<file path="config.mk">
export PLATFORM = sky130hd
export DESIGN_NAME = imem_program_loader_flat
export DESIGN_NICKNAME = d
export VERILOG_FILES = /design/src/rtl/imem_program_loader_if.sv /design/src/rtl/imem_program_loader.sv /design/src/flat_wrapper.sv
export SDC_FILE = /design/constraint.sdc
export NUM_CORES = 1
export LEC_CHECK = 0
export BUFFER_PORTS_ARGS = -buffer_cell sky130_fd_sc_hd__buf_2
export CORE_UTILIZATION = 57
export DETAILED_ROUTE_END_ITERATION = 7
export GPL_TIMING_DRIVEN = 0
export PLACE_DENSITY_LB_ADDON = 0.25
export RECOVER_POWER = 25
export SKIP_CTS_REPAIR_TIMING = 1
export SYNTH_ARGS = -nofsm -noshare
export SYNTH_HDL_FRONTEND = slang
export SYNTH_SLANG_ARGS = --single-unit
export TNS_END_PERCENT = 20
</file>
<file path="constraint.sdc">
create_clock -name clk -period 6.5 [get_ports clk]
set_clock_uncertainty 0.15 [all_clocks]
set_input_delay 0.65 -clock clk [delete_from_list [all_inputs] [get_ports clk]]
set_output_delay 0.65 -clock clk [all_outputs]
set_load 0.01 [all_outputs]
</file>
<file path="src/rtl/imem_program_loader_if.sv">
// Byte-stream input and instruction-memory write port of the program loader.
// The loader is the slave of the byte stream and the source of the memory writes.
interface imem_program_loader_if #(
  parameter int unsigned ADDR_W = 8
);
  logic [7:0]        in_data;
  logic              in_valid;
  logic              in_ready;
  logic              imem_we;
  logic [ADDR_W-1:0] imem_addr;
  logic [31:0]       imem_wdata;

  modport master (
    output in_data, in_valid,
    input  in_ready, imem_we, imem_addr, imem_wdata
  );

  modport slave (
    input  in_data, in_valid,
    output in_ready, imem_we, imem_addr, imem_wdata
  );
endinterface

</file>
<file path="src/rtl/imem_program_loader.sv">
// Loads a length-prefixed, XOR-checksummed byte image into instruction memory as big-endian
// 32-bit words, holding the CPU in reset until the image has loaded and its checksum matches.
module imem_program_loader #(
  parameter int unsigned ADDR_W    = 8,
  parameter int unsigned MAX_WORDS = (1 << ADDR_W)
) (
  input  logic                 clk,
  input  logic                 reset,
  input  logic                 start,
  imem_program_loader_if.slave bus,
  output logic                 cpu_hold,
  output logic                 done,
  output logic                 error,
  output logic [ADDR_W:0]      words_loaded
);

  localparam int unsigned WL_W  = ADDR_W + 1;
  localparam int unsigned CMP_W = 17;
  localparam logic [CMP_W-1:0] MAX_LEN = CMP_W'(MAX_WORDS);

  typedef enum logic [2:0] {
    IDLE,
    LEN_HI,
    LEN_LO,
    DATA,
    CHECK,
    DONE,
    ERR
  } state_e;

  state_e            state_q,      state_d;
  logic [7:0]        len_hi_q,     len_hi_d;
  logic [15:0]       len_q,        len_d;
  logic [23:0]       asm_q,        asm_d;
  logic [1:0]        byte_cnt_q,   byte_cnt_d;
  logic [7:0]        csum_q,       csum_d;
  logic [ADDR_W-1:0] addr_cnt_q,   addr_cnt_d;
  logic [WL_W-1:0]   words_q,      words_d;
  logic              in_ready_q,   in_ready_d;
  logic              imem_we_q,    imem_we_d;
  logic [ADDR_W-1:0] imem_addr_q,  imem_addr_d;
  logic [31:0]       imem_wdata_q, imem_wdata_d;
  logic              cpu_hold_q,   cpu_hold_d;
  logic              done_q,       done_d;
  logic              error_q,      error_d;
  logic              xfer_c;

  // Next-state, datapath and registered-output computation
  always_comb begin
    state_d      = state_q;
    len_hi_d     = len_hi_q;
    len_d        = len_q;
    asm_d        = asm_q;
    byte_cnt_d   = byte_cnt_q;
    csum_d       = csum_q;
    addr_cnt_d   = addr_cnt_q;
    words_d      = words_q;
    imem_we_d    = 1'b0;
    imem_addr_d  = imem_addr_q;
    imem_wdata_d = imem_wdata_q;
    xfer_c       = bus.in_valid && in_ready_q;

    case (state_q)
      IDLE, DONE, ERR: begin
        if (start) begin
          state_d    = LEN_HI;
          words_d    = '0;
          csum_d     = '0;
          addr_cnt_d = '0;
          byte_cnt_d = '0;
        end
      end
      LEN_HI: begin
        if (xfer_c) begin
          len_hi_d = bus.in_data;
          state_d  = LEN_LO;
        end
      end
      LEN_LO: begin
        if (xfer_c) begin
          len_d = {len_hi_q, bus.in_data};
          if (len_d == '0)                    state_d = CHECK;
          else if (CMP_W'(len_d) > MAX_LEN)   state_d = ERR;
          else                                state_d = DATA;
        end
      end
      DATA: begin
        if (xfer_c) begin
          csum_d     = csum_q ^ bus.in_data;
          asm_d      = {asm_q[15:0], bus.in_data};
          byte_cnt_d = byte_cnt_q + 2'd1;
          // Fourth byte completes a word: write it on the next cycle
          if (byte_cnt_q == 2'd3) begin
            imem_we_d    = 1'b1;
            imem_wdata_d = {asm_q, bus.in_data};
            imem_addr_d  = addr_cnt_q;
            addr_cnt_d   = addr_cnt_q + ADDR_W'(1);
            words_d      = words_q + WL_W'(1);
            if (CMP_W'(words_q) + CMP_W'(1) == CMP_W'(len_q)) state_d = CHECK;
          end
        end
      end
      CHECK: begin
        if (xfer_c) state_d = (bus.in_data == csum_q) ? DONE : ERR;
      end
      default: state_d = IDLE;
    endcase

    in_ready_d = (state_d == LEN_HI) || (state_d == LEN_LO) ||
                 (state_d == DATA)   || (state_d == CHECK);
    done_d     = (state_d == DONE);
    error_d    = (state_d == ERR);
    cpu_hold_d = (state_d != DONE);
  end

  always_ff @(posedge clk) begin
    if (reset) begin
      state_q      <= IDLE;
      len_hi_q     <= '0;
      len_q        <= '0;
      asm_q        <= '0;
      byte_cnt_q   <= '0;
      csum_q       <= '0;
      addr_cnt_q   <= '0;
      words_q      <= '0;
      in_ready_q   <= 1'b0;
      imem_we_q    <= 1'b0;
      imem_addr_q  <= '0;
      imem_wdata_q <= '0;
      cpu_hold_q   <= 1'b1;
      done_q       <= 1'b0;
      error_q      <= 1'b0;
    end else begin
      state_q      <= state_d;
      len_hi_q     <= len_hi_d;
      len_q        <= len_d;
      asm_q        <= asm_d;
      byte_cnt_q   <= byte_cnt_d;
      csum_q       <= csum_d;
      addr_cnt_q   <= addr_cnt_d;
      words_q      <= words_d;
      in_ready_q   <= in_ready_d;
      imem_we_q    <= imem_we_d;
      imem_addr_q  <= imem_addr_d;
      imem_wdata_q <= imem_wdata_d;
      cpu_hold_q   <= cpu_hold_d;
      done_q       <= done_d;
      error_q      <= error_d;
    end
  end

  assign bus.in_ready   = in_ready_q;
  assign bus.imem_we    = imem_we_q;
  assign bus.imem_addr  = imem_addr_q;
  assign bus.imem_wdata = imem_wdata_q;
  assign cpu_hold       = cpu_hold_q;
  assign done           = done_q;
  assign error          = error_q;
  assign words_loaded   = words_q;

endmodule
</file>
<file path="src/flat_wrapper.sv">
// flat-port wrapper written by rule: the top's interface ports become plain ports
module imem_program_loader_flat 
#(
  parameter int unsigned ADDR_W    = 8,
  parameter int unsigned MAX_WORDS = (1 << ADDR_W)
)
  (clk, reset, start, cpu_hold, done, error, words_loaded, bus_in_data, bus_in_valid, bus_in_ready, bus_imem_we, bus_imem_addr, bus_imem_wdata);
  imem_program_loader_if #(.ADDR_W(ADDR_W)) bus_i ();
  input  logic clk;
  input  logic reset;
  input  logic start;
  output logic cpu_hold;
  output logic done;
  output logic error;
  output logic [ADDR_W:0] words_loaded;
  input wire logic [$bits(bus_i.in_data)-1:0] bus_in_data;
  input wire logic [$bits(bus_i.in_valid)-1:0] bus_in_valid;
  output wire logic [$bits(bus_i.in_ready)-1:0] bus_in_ready;
  output wire logic [$bits(bus_i.imem_we)-1:0] bus_imem_we;
  output wire logic [$bits(bus_i.imem_addr)-1:0] bus_imem_addr;
  output wire logic [$bits(bus_i.imem_wdata)-1:0] bus_imem_wdata;
  assign bus_i.in_data = bus_in_data;
  assign bus_i.in_valid = bus_in_valid;
  assign bus_in_ready = bus_i.in_ready;
  assign bus_imem_we = bus_i.imem_we;
  assign bus_imem_addr = bus_i.imem_addr;
  assign bus_imem_wdata = bus_i.imem_wdata;
  imem_program_loader #(.ADDR_W(ADDR_W), .MAX_WORDS(MAX_WORDS)) u_core (.clk(clk), .reset(reset), .start(start), .bus(bus_i), .cpu_hold(cpu_hold), .done(done), .error(error), .words_loaded(words_loaded));
endmodule
</file>
# == Yosys cells after proc, flatten, opt, wreduce, memory -nomap -nowiden ==
# Index checks and enable logic that the tools add are counted.
# classes
addsub,4
order_cmp,1
eq_ne,19
n_mux,25
bitwise_logic,3
reduce_logical,15
# ops
op,n
$mux 8,4
$pmux 8 s2,2
$mux 3,9
$mux 9,3
$eq 3x3->1 const B,6
$pmux 9 s2,1
$eq 17x16->1,1
$gt 16x9->1 const B,1
$logic_not 16->1,1
$pmux 3 s5,1
$eq 3x2->1 const B,4
$add 9x1->10 const B,1
$add 9x1->9 const B,1
$add 8x1->8 const B,1
$eq 8x8->1,1
$xor 8x8->8,1
$eq 3x1->1 const B,2
$mux 2,3
$reduce_and 2->1,3
$reduce_and 3->1,2
$reduce_or 3->1,2
$ne 2x1->1 const B,2
$pmux 2 s2,1
$reduce_and 4->1,1
other kinds (10),13
# word_totals
reg_bits,123
in_bits,12
out_inout_bits,54
wordCells,82

# == Depth between registers and ports, before layout ==
# Gate-level depths: netlist of run 1.
# depth
ltp_word,10
depth_mapped,10

# == Worst setup path before layout of run 1 ==
# No wires, ideal clock.
# synth_timing
path_type,input port to flip-flop
from,input port bus_in_data[0]
to,register u_core.in_ready_q (netlist: u_core.bus.in_ready)
setup_time_ns,0.069
arrival_time_ns,2.124
t_required_ns,6.281
path_slack_ns,4.157
stages,8
cell_sequence,clkbuf_1 > nor4_1 > a21oi_1 > nor3b_2 > o21ai_1 > a31o_2 > a311o_1 > o21ai_1
# synth_via
elab_chain_cells,9
elab_cells_between_ends,16
# synth_lines
item,line,text
from (decl),flat_wrapper.sv:16,input wire logic [$bits(bus_i.in_data)-1:0] bus_in_data;
$gt 16x9->1,imem_program_loader.sv:83,else if (CMP_W'(len_d) > MAX_LEN) state_d = ERR;
$mux 3,imem_program_loader.sv:83,
$mux 3,imem_program_loader.sv:82,if (len_d == '0) state_d = CHECK;
$mux 3,imem_program_loader.sv:80,if (xfer_c) begin
$pmux 3 s5 (*),imem_program_loader.sv:63,case (state_q)
$eq 3x1->1 or $eq 3x2->1 (tied branches),imem_program_loader.sv:109,in_ready_d = (state_d == LEN_HI) || (state_d == LEN_LO) ||
$logic_or 1x1->1 (2 in series),imem_program_loader.sv:109,
$logic_or 1x1->1 (*),imem_program_loader.sv:110,(state_d == DATA) || (state_d == CHECK);
to (signal assigned),imem_program_loader.sv:142,in_ready_q <= in_ready_d;
to (decl),imem_program_loader.sv:39,"logic in_ready_q, in_ready_d;"
# Every way passes the cells marked *; elsewhere a longest branch is shown, timed or not.
# A chain may end at the register's enable or synchronous reset.

# == Worst setup path in the final report of run 1 ==
# layout_timing
from,register u_core.words_q[1] (netlist: u_core.words_loaded[1])
to,register u_core.cpu_hold_q (netlist: u_core.cpu_hold)
# layout_via
elab_chain_cells,7
# layout_lines
item,line,text
from (decl),imem_program_loader.sv:38,"logic [WL_W-1:0] words_q, words_d;"
from (signal assigned),imem_program_loader.sv:141,words_q <= words_d;
$add 9x1->10,imem_program_loader.sv:99,if (CMP_W'(words_q) + CMP_W'(1) == CMP_W'(len_q)) state_d = CHECK;
$eq 17x16->1,imem_program_loader.sv:99,
$mux 3,imem_program_loader.sv:99,
$mux 3,imem_program_loader.sv:93,if (byte_cnt_q == 2'd3) begin
$mux 3,imem_program_loader.sv:88,if (xfer_c) begin
$pmux 3 s5,imem_program_loader.sv:63,
$ne 3x3->1,imem_program_loader.sv:113,cpu_hold_d = (state_d != DONE);
to (signal assigned),imem_program_loader.sv:146,cpu_hold_q <= cpu_hold_d;
to (decl),imem_program_loader.sv:43,"logic cpu_hold_q, cpu_hold_d;"
# No other way between the ends.

==> results_dict.tcl, run 1 <==
set metrics [dict create \
    ys_async_sr_fraction 0 \
    timing.rr.end "u_core.cpu_hold" \
    holdCritStartpoint "u_core.bus.imem_addr[0]" \
    clockBufferDepth 2 \
    peakVddDrop_uv 194 \
    multi_input_area_um2 2470 \
    syn_area_um2 5170 \
    drv_slew 0 \
    r2r_start "u_core.words_loaded[1]" \
    setup_violations 0 \
    ys.flop_type "dfxtp_1" \
    hp-class "register to register" \
    end_kind "register" \
    hold_viol_final 0 \
    p_total_mw 1.72 \
    synth.area.top_cells "dfxtp_1, nand2_1, a21oi_1, nor2_1, xnor2_1" \
    swShare 0.249 \
    first_global_vias 4733 \
    fillerInstances 759 \
    vias 4974 \
    clockPowerShare 0.510 \
    power.density_nw_per_um2 283 \
    cpPeakStageDelay_ns 0.51 \
    crit_arrival_ns 2.92 \
    clkTransAtPathRegs_ns 0.06 \
    first_pass_iters 5 \
    comb_power_share 0.048 \
    dpl.hpwl_um 9300 \
    cp_top_family "simple AND/OR/NAND/NOR gates" \
    synth_area_leader_cell "dfxtp_1" \
    diodes 0 \
    rsz0062_at_grt "false" \
    cp_slowest_cell "dfxtp_1" \
    wl_um 13700 \
    pwr-share-seq 0.442 \
    wl_met2_um 6560 \
    reg2reg_depth 9 \
    die_w_um 97.2 \
    grt_util_all_layers 0.301 \
    synth_cells 663 \
    fmax_ghz 0.376 \
    cts-root-buf "clkbuf_8" \
    wl_met1_um 5790 \
    grt_pass1_wl_um 22600 \
    crit_fanout 10 \
    synthDistinctLibCells 53 \
    relSlewSlack 0.426 \
    crit_buf_inv 1 \
    dr_wl_met3_um 1070 \
    fin_crit_sh 0.410 \
    area_growth_pct 17.7 \
    clock_latency_ns 0.52 \
    worstPathRequired_ns 6.75 \
    nets 753 \
    wl_per_cell_um 15.9 \
    yosys_warnings 0 \
    viasPerCell 5.79 \
    ios 66 \
    p_switching_mw 0.429 \
    cts_tree "yes" \
    critPathLaunchType "register" \
    status "completed" \
    ant_nets 0 \
    yosysTopAreaCellShare 0.477 \
    internal-power_mw 1.29 \
    min_to "u_core.bus.imem_addr[0]" \
    drc_errors 0 \
    setup_tns_ns 0 \
    maxCapViolCount 0 \
    r2r_slack_ns 3.84 \
    cts_max_level 4 \
    grt_remaining_overflow 0 \
    gp_congestion 0.899 \
    fin_util 0.694 \
    grt_max_degree 17 \
    start_util 0.590 \
    cp-startpoint "u_core.words_loaded[1]" \
    min_period_ns 2.66 \
    path_cells "ha_1 > buf_2 > xor2_1 > xnor2_1 > o311ai_0 > nor4_1 > a31o_2 > nand2b_4 > or2_1" \
    drt_iter0_drc 516 \
    tightest_slew_ns 0.853 \
    worstSetupPathType "register to register" \
    ys_seq_elements 123 \
    grt_antenna_before_repair 0 \
    synth_edf_count 0 \
    top_layer "met4" \
    drive_gt1_frac 0.0932 \
    core-area_um2 8760 \
    yosysSeqAreaShare 0.477 \
    io_buffer_count 56 \
    power.leakage_nw 2.11 \
    cts_buffers 17 \
    seq_area_um2 2460 \
    dieArea_um2 9450 \
    syn_avg_cell_area_um2 7.79 \
    hold_depth 2 \
    placementRows 34 \
    dieHeight_um 97.2 \
    synth_nets 678 \
    cts.sinks 123 \
]
[cell families (layout without fill, tap and decap cells)]
kind of cell	after synthesis	count (layout)	synth area share
AND/OR/NAND/NOR	292	292	0.250
AO/OA/AOI/OAI	153	153	0.161
flip-flops	123	123	0.477
buffers and inverters	57	145	0.0443
XOR/XNOR	27	27	0.0458
multiplexers	8	8	0.0155
adder cells (fa/ha/maj)	3	3	0.00727
[tightest hold or removal path, delay by kind of cell (launching register included)]
kind               cells  cell delay, ns
and+or+nand+nor        1            0.05
DFF                    1            0.31
AOI/OAI and AO/OA      1            0.05
[power by group through the flow]
stage               logic [mW]  clock network (mW)  registers, mW
finish                  0.0819               0.879          0.762
global route            0.0890               0.926          0.762
CTS                     0.0805               0.883          0.762
detailed placement      0.0794                   0          0.778
global placement        0.0772                   0          0.778
floorplan               0.0571                   0          0.778
[placed cells by master, fill, tap and decap left out, drive strengths merged, types with 2 or more instances in the layout]
cell      count
a21o          3
a21oi       109
a31o          2
a31oi         3
and2          2
and3          3
buf          24
clkbuf       97
clkinv        7
clkinvlp      3
dfxtp       123
ha            3
inv          13
mux2i         8
nand2       177
nand2b        3
nand3        11
nand3b        3
nand4         7
nor2         51
nor3         10
nor3b         2
nor4          7
o2111ai       2
o21ai        24
o311ai        3
or2           5
or3           4
or4           2
xnor2        16
xor2         11
[cells in the mapped netlist, drive strengths merged (2+ instances only)]
cell       n
nand2    177
dfxtp    123
a21oi    109
nor2      51
clkbuf    36
o21ai     24
xnor2     16
buf       12
nand3     11
xor2      11
nor3      10
inv        9
mux2i      8
nand4      7
nor4       7
or2        5
or3        4
a21o       3
a31oi      3
and3       3
ha         3
nand2b     3
nand3b     3
o311ai     3
a31o       2
and2       2
nor3b      2
o2111ai    2
or4        2
[sequential cells by signal, indices dropped and copies added (netlist names), 2 cells and up]
signal and cells:
u_core.words_loaded 9, u_core.len_q 16, u_core.addr_cnt_q 8, u_core.byte_cnt_q 2
u_core.bus.imem_addr 8, u_core.asm_q 24, u_core.bus.imem_wdata 32, u_core.csum_q 8
u_core.state_q 3, u_core.len_hi_q 8
[routing by layer]
layer / vias up / track usage
met1: 2340 / 0.389
li1: 2377 / -
met3: 27 / 0.0583
met2: 230 / 0.486
met4: 0 / 0.138
met5: - / 0
[through the flow]
stage	hold slack (ns)	area, µm²	instances	setup slack, ns
floorplan	0.282	5170	663	4.16
global placement	0.291	5580	827	3.95
detailed placement	0.293	5580	827	3.87
CTS	0.303	6140	859	3.85
global route	0.322	6080	859	3.70
finish	0.302	6080	859	3.84
[layout make-up]
class	instances	area share
buffer	48	0.0319
clock buffer	17	0.0681
clock inverter	15	0.0230
inverter	9	0.00556
multi-input combinational	483	0.407
sequential	123	0.405
tap	108	0.0222
timing repair buffer	56	0.0372
[worst max path at each step]
| stage | end | slack (ns) | cells past startpoint |
|---|---|---|---|
| final | u_core.cpu_hold | 3.84 | 9 |
| after global routing | u_core.cpu_hold | 3.70 | 9 |
| after CTS | u_core.cpu_hold | 3.85 | 9 |
| after detailed placement | u_core.cpu_hold | 3.87 | 9 |
| after global placement | u_core.cpu_hold | 3.95 | 9 |
| after floorplan | u_core.bus.in_ready | 4.16 | 8 |
(Power assumes the default switching activity.)
==> run 2, diff against run 1 <==
--- a/config.mk
+++ b/config.mk
@@ -5,6 +5,7 @@
 export SDC_FILE = /design/constraint.sdc
 export NUM_CORES = 1
 export LEC_CHECK = 0
+export ABC_AREA = 1
 export BUFFER_PORTS_ARGS = -buffer_cell sky130_fd_sc_hd__buf_2
 export CORE_UTILIZATION = 57
 export DETAILED_ROUTE_END_ITERATION = 7
==> constraint.sdc (replaced) <==
create_clock -name clk -period 2.7 [get_ports clk]
set_clock_uncertainty 0.15 [all_clocks]
set_input_delay 0.27 -clock clk [delete_from_list [all_inputs] [get_ports clk]]
set_output_delay 0.27 -clock clk [all_outputs]
set_load 0.01 [all_outputs]
==> results_dict.tcl, run 2 <==
set metrics [dict create \
    comb_power_share 0.198 \
    timing.rr.end "u_core.error" \
    setup_ws_ns 0.383 \
    crit_end "u_core.error" \
    crit_buf_inv 1 \
    peakVddDrop_uv 558 \
    ys.flop_type "dfxtp_1" \
    internal-power_mw 3.54 \
    clockBufferDepth 2 \
    cp_slowest_cell "dfxtp_1" \
    clkTransAtPathRegs_ns 0.06 \
    first_global_vias 4478 \
    synth_edf_count 0 \
    worstSetupPathType "register to register" \
    synthDistinctLibCells 40 \
    grt_max_degree 17 \
    crit_arrival_ns 2.59 \
    synth.area.top_cells "dfxtp_1, nand2_1, o21ai_0, a21oi_1, inv_1" \
    path_cells "ha_1 > nand3_2 > nor2_2 > nand2_1 > nand2_1 > nand3_1 > nand2_1 > clkinv_1 > nand3_2 > nand2_2 > nand2_1 > nand2_1 > nor3b_2" \
    drv_slew 0 \
    synth_most_common_cell "dfxtp_1" \
    io_buffer_count 65 \
    wl_um 13800 \
    cts_buffers 17 \
    start_util 0.594 \
    placementRows 34 \
    gp_congestion 0.932 \
    syn_area_um2 5260 \
    relSlewSlack 0.649 \
    grt_remaining_overflow 0 \
    viasPerCell 5.58 \
    drt_iter0_drc 239 \
    drive_gt1_frac 0.130 \
    layout_commonest_cell "dfxtp_1" \
    grt_antenna_before_repair 0 \
    yosysSeqAreaShare 0.468 \
    cp_top_family "simple AND/OR/NAND/NOR gates" \
    area_growth_pct 18.6 \
    crit_fanout 6 \
    dpl.hpwl_um 9590 \
    reg2reg_depth 13 \
    cts_max_level 4 \
    critPathLaunchType "register" \
    pwr-share-seq 0.405 \
    vias 5007 \
    ys_async_sr_fraction 0 \
    crit_path_frequent_cell "nand2_1" \
    cp_num_cells 13 \
    clock_latency_ns 0.51 \
    r2r_start "u_core.words_loaded[0]" \
    clockPowerShare 0.397 \
    rsz0062_at_grt "false" \
    setup_violations 0 \
    tightest_slew_ns 0.527 \
    hold_viol_final 3 \
    syn_avg_cell_area_um2 7.61 \
    synth_nets 706 \
    cpPeakStageDelay_ns 0.45 \
    diodes 0 \
    drc_errors 5 \
    fmax_ghz 0.432 \
    dieHeight_um 98.1 \
    layout_common_cells "dfxtp_1, nand2_1, o21ai_0" \
    end_kind "register" \
    cp-startpoint "u_core.words_loaded[0]" \
    cts_tree "yes" \
    fin_crit_sh 0.858 \
    min_period_ns 2.32 \
    ys_seq_elements 123 \
    r2r_slack_ns 0.38 \
    timing.hold.ws_ns -0.0226 \
    worstPathRequired_ns 2.98 \
    status "complete, but fails checks" \
    die_w_um 98.1 \
    ios 66 \
    synth_area_leader_cell "dfxtp_1" \
    grt_util_all_layers 0.293 \
    core-area_um2 8850 \
    ant_nets 0 \
    grt_pass1_wl_um 22000 \
    maxCapViolCount 0 \
    hp-class "input port to register" \
    largest_register_ffs 32 \
    synthTopCellsByCount "dfxtp_1, nand2_1, o21ai_0" \
    nets 794 \
    yosysTopAreaCellShare 0.468 \
    cts.sinks 123 \
    synth_cells 691 \
    wl_per_cell_um 15.3 \
    first_pass_iters 8 \
    setup_tns_ns 0 \
    pre_cts_slack_ns 0.437 \
    p_switching_mw 1.62 \
    violations "design-rule violations, negative hold slack" \
    cts-root-buf "clkbuf_8" \
    power.density_nw_per_um2 826 \
    yosys_warnings 0 \
    swShare 0.314 \
    power.leakage_nw 2.61 \
    dieArea_um2 9620 \
]
## run 2: logic make-up after synthesis
kind of cell               synth area share
adders and majority gates           0.00714
DFF                                   0.468
buffers and inverters                0.0847
xor gates and xnor gates             0.0147
AOI/OAI and AO/OA                     0.190
and+or+nand+nor                       0.235
## run 2: how the worst min path moves through the flow
stage	startpoint	end	slack [ns]	depth (start not counted)
2_1_floorplan	reset	u_core.addr_cnt_q[7]	0.19	1
3_3_place_gp	u_core.len_q[10]	u_core.len_q[10]	0.29	2
3_5_place_dp	u_core.len_q[10]	u_core.len_q[10]	0.30	2
4_1_cts	reset	u_core.addr_cnt_q[7]	-0.1	2
5_1_grt	bus_in_data[3]	u_core.csum_q[3]	0.02	4
6_report	bus_in_data[6]	u_core.len_q[6]	-0.02	3
## run 2: area by class of cell
cell class,count,area [µm²]
fillers,729,2610
flip-flops and latches,123,2460
multi-input cells,458,2350
clock buffers,20,435
repair buffers,69,310
inverters,81,309
plain buffers,29,136
well taps,108,135
clock inverters,10,96.3
## run 2: per-stage QoR
step | power [mW] | area (µm²) | hold WS, ns | utilization | std cells
floorplan | 2.86 | 5260 | 0.189 | - | 691
global placement | 3.08 | 5720 | 0.289 | 0.646 | 864
detailed placement | 3.12 | 5720 | 0.298 | 0.646 | 864
CTS | 5.14 | 6250 | -0.0998 | 0.707 | 894
global route | 5.37 | 6240 | 0.0173 | 0.705 | 898
finish | 5.15 | 6240 | -0.0226 | 0.705 | 898
## run 2: routing by layer
layer | track usage | wire length [µm]
met3 | 0.0587 | 822
met5 | 0 | 0
met4 | 0.0991 | 190
met2 | 0.486 | 6590
met1 | 0.383 | 6150
## run 2: power groups by stage
stage                     clock [mW]  combinational [mW]  sequential [mW]
after floorplan                    0               0.737             2.12
after CTS                       2.04                1.01             2.08
after detailed placement           0               0.998             2.12
after global placement             0               0.965             2.11
final                           2.04                1.02             2.09
after global routing            2.12                1.15             2.10
## run 2: worst register-to-register path, stage by stage, from the launching register on
cell	delay [ns]
dfxtp_1	0.45
ha_1	0.27
nand3_2	0.14
nor2_2	0.18
nand2_1	0.10
nand2_1	0.10
nand3_1	0.07
nand2_1	0.11
clkinv_1	0.08
nand3_2	0.09
nand2_2	0.08
nand2_1	0.11
nand2_1	0.09
nor3b_2	0.21
==> run 3, diff against run 2 <==
--- a/config.mk
+++ b/config.mk
@@ -5,8 +5,8 @@
 export SDC_FILE = /design/constraint.sdc
 export NUM_CORES = 1
 export LEC_CHECK = 0
-export ABC_AREA = 1
 export BUFFER_PORTS_ARGS = -buffer_cell sky130_fd_sc_hd__buf_2
+export CORE_ASPECT_RATIO = 1.1
 export CORE_UTILIZATION = 57
 export DETAILED_ROUTE_END_ITERATION = 7
 export GPL_TIMING_DRIVEN = 0
==> results_dict.tcl, run 3 (synthesized netlist as in run 1, its figures left out) <==
set metrics [dict create \
    area_growth_pct 19.2 \
    worstSetupPathType "register to register" \
    wl_um 13300 \
    crit_fanout 10 \
    crit_buf_inv 4 \
    violations "negative hold slack" \
    setup_violations 0 \
    placementRows 36 \
    layout_commonest_cell "nand2_1" \
    hp-class "input port to register" \
    first_pass_iters 5 \
    min_period_ns 2.54 \
    grt_pass1_wl_um 21300 \
    clockBufferDepth 2 \
    cts_max_level 4 \
    cts-root-buf "clkbuf_8" \
    grt_remaining_overflow 0 \
    first_global_vias 4421 \
    hold_depth 3 \
    drive_gt1_frac 0.0932 \
    r2r_slack_ns 0.16 \
    drc_errors 0 \
    timing.hold.ws_ns -0.0358 \
    die_w_um 92.8 \
    viasPerCell 5.63 \
    reg2reg_depth 8 \
    path_cells "buf_2 > inv_2 > nor2_1 > and3_1 > buf_2 > clkbuf_1 > nand2_1 > a21oi_1" \
    relSlewSlack 0.493 \
    final_cells 865 \
    fmax_ghz 0.393 \
    diodes 0 \
    clock_latency_ns 0.53 \
    core-area_um2 8830 \
    grt_util_all_layers 0.292 \
    largest_register_ffs 32 \
    dieHeight_um 102 \
    ios 66 \
    io_buffer_count 56 \
    cp_num_cells 8 \
    placedCellCount 833 \
    fin_crit_sh 0.941 \
    wl_per_cell_um 15.4 \
    cp_top_family "buffers and inverters" \
    fin_area_um2 6160 \
    cp_slowest_cell "clkbuf_1" \
    clkTransAtPathRegs_ns 0.06 \
    setup_tns_ns 0 \
    ant_nets 0 \
    dieArea_um2 9450 \
    drv_slew 0 \
    timing.rr.end "u_core.bus.imem_wdata[1]" \
    rsz0062_at_grt "false" \
    maxCapViolCount 0 \
    layout_common_cells "nand2_1, dfxtp_1, a21oi_1" \
    power.leakage_nw 2.15 \
    cts_tree "yes" \
    vias 4867 \
    cpPeakStageDelay_ns 0.52 \
    place_area_um2 5590 \
    drt_iter0_drc 323 \
    start_util 0.585 \
    crit_end "u_core.bus.imem_wdata[1]" \
    peakVddDrop_uv 492 \
    tightest_slew_ns 0.754 \
    power.density_nw_per_um2 720 \
    grt_antenna_before_repair 0 \
    gp_congestion 0.907 \
    nets 753 \
    cts.sinks 123 \
    r2r_start "u_core.state_q[1]" \
    crit_path_frequent_cell "buf_2" \
    worstPathRequired_ns 3.00 \
    cp-startpoint "u_core.state_q[1]" \
    crit_arrival_ns 2.84 \
    hold_viol_final 6 \
    critPathLaunchType "register" \
    status "complete, but fails checks" \
    cts_buffers 17 \
    dpl.hpwl_um 9170 \
    end_kind "register" \
    grt_max_degree 17 \
]
run 3: changes by cell type in the layout (fill, tap and decap cells not counted), sizes merged, moves of 8 or more:
cell and delta:
inv -64, mux2i +8, nand2 +55, a211oi -11, xor2 +8, buf -9, xnor2 +11, a21oi +42
o21ai -68, clkbuf +17, nor2 -25, nand3 -36
run 3: area by class of cell:
cell class	count	area [µm²]
multi-input combinational	483	2470
inverter	9	33.8
clock inverter	14	206
buffer	48	195
sequential	123	2460
timing repair buffer	56	225
tap	114	143
fill	764	2670
clock buffer	18	418
run 3: stage by stage:
stage	total power, mW	setup WS [ns]	util	hold slack (ns)
2_1_floorplan	2.01	0.446	-	0.282
3_5_place_dp	2.06	0.149	0.633	0.294
5_1_grt	4.53	0.0422	0.698	0.00347
4_1_cts	4.44	0.125	0.704	-0.0516
6_report	4.43	0.158	0.698	-0.0358
3_3_place_gp	2.06	0.126	0.633	0.291
run 3: worst min path at each step:
stage	startpoint	end	slack, ns
after detailed placement	u_core.bus.imem_wdata[25]	u_core.bus.imem_wdata[25]	0.29
after CTS	bus_in_data[0]	u_core.bus.imem_wdata[0]	-0.05
after global routing	bus_in_data[2]	u_core.len_q[2]	0.003
after global placement	u_core.bus.imem_wdata[7]	u_core.bus.imem_wdata[7]	0.29
final	bus_in_data[0]	u_core.bus.imem_wdata[0]	-0.04
after floorplan	u_core.asm_q[16]	u_core.bus.imem_wdata[24]	0.28
run 3: power by group:
| group | switching, mW | internal (mW) | total, mW | leakage, nW |
|---|---|---|---|---|
| Clock | 0.882 | 1.52 | 2.41 | 0.307 |
| Combinational | 0.138 | 0.0565 | 0.195 | 0.853 |
| Sequential | 0.00831 | 1.83 | 1.83 | 0.991 |
| Total | 1.03 | 3.41 | 4.43 | 2.15 |
run 3: layer usage:
layer	vias up	track usage	part of all wire
met5	-	0	0
met4	0	0.116	0.017
met3	22	0.0677	0.061
met2	193	0.487	0.49
met1	2275	0.367	0.43
li1	2377	-	-
run 3: tightest hold or removal path: cells and delay by family:
kind            cells  cell delay (ns)
compound gates      1             0.05
buf+inv             1             0.17
simple gates        1             0.10
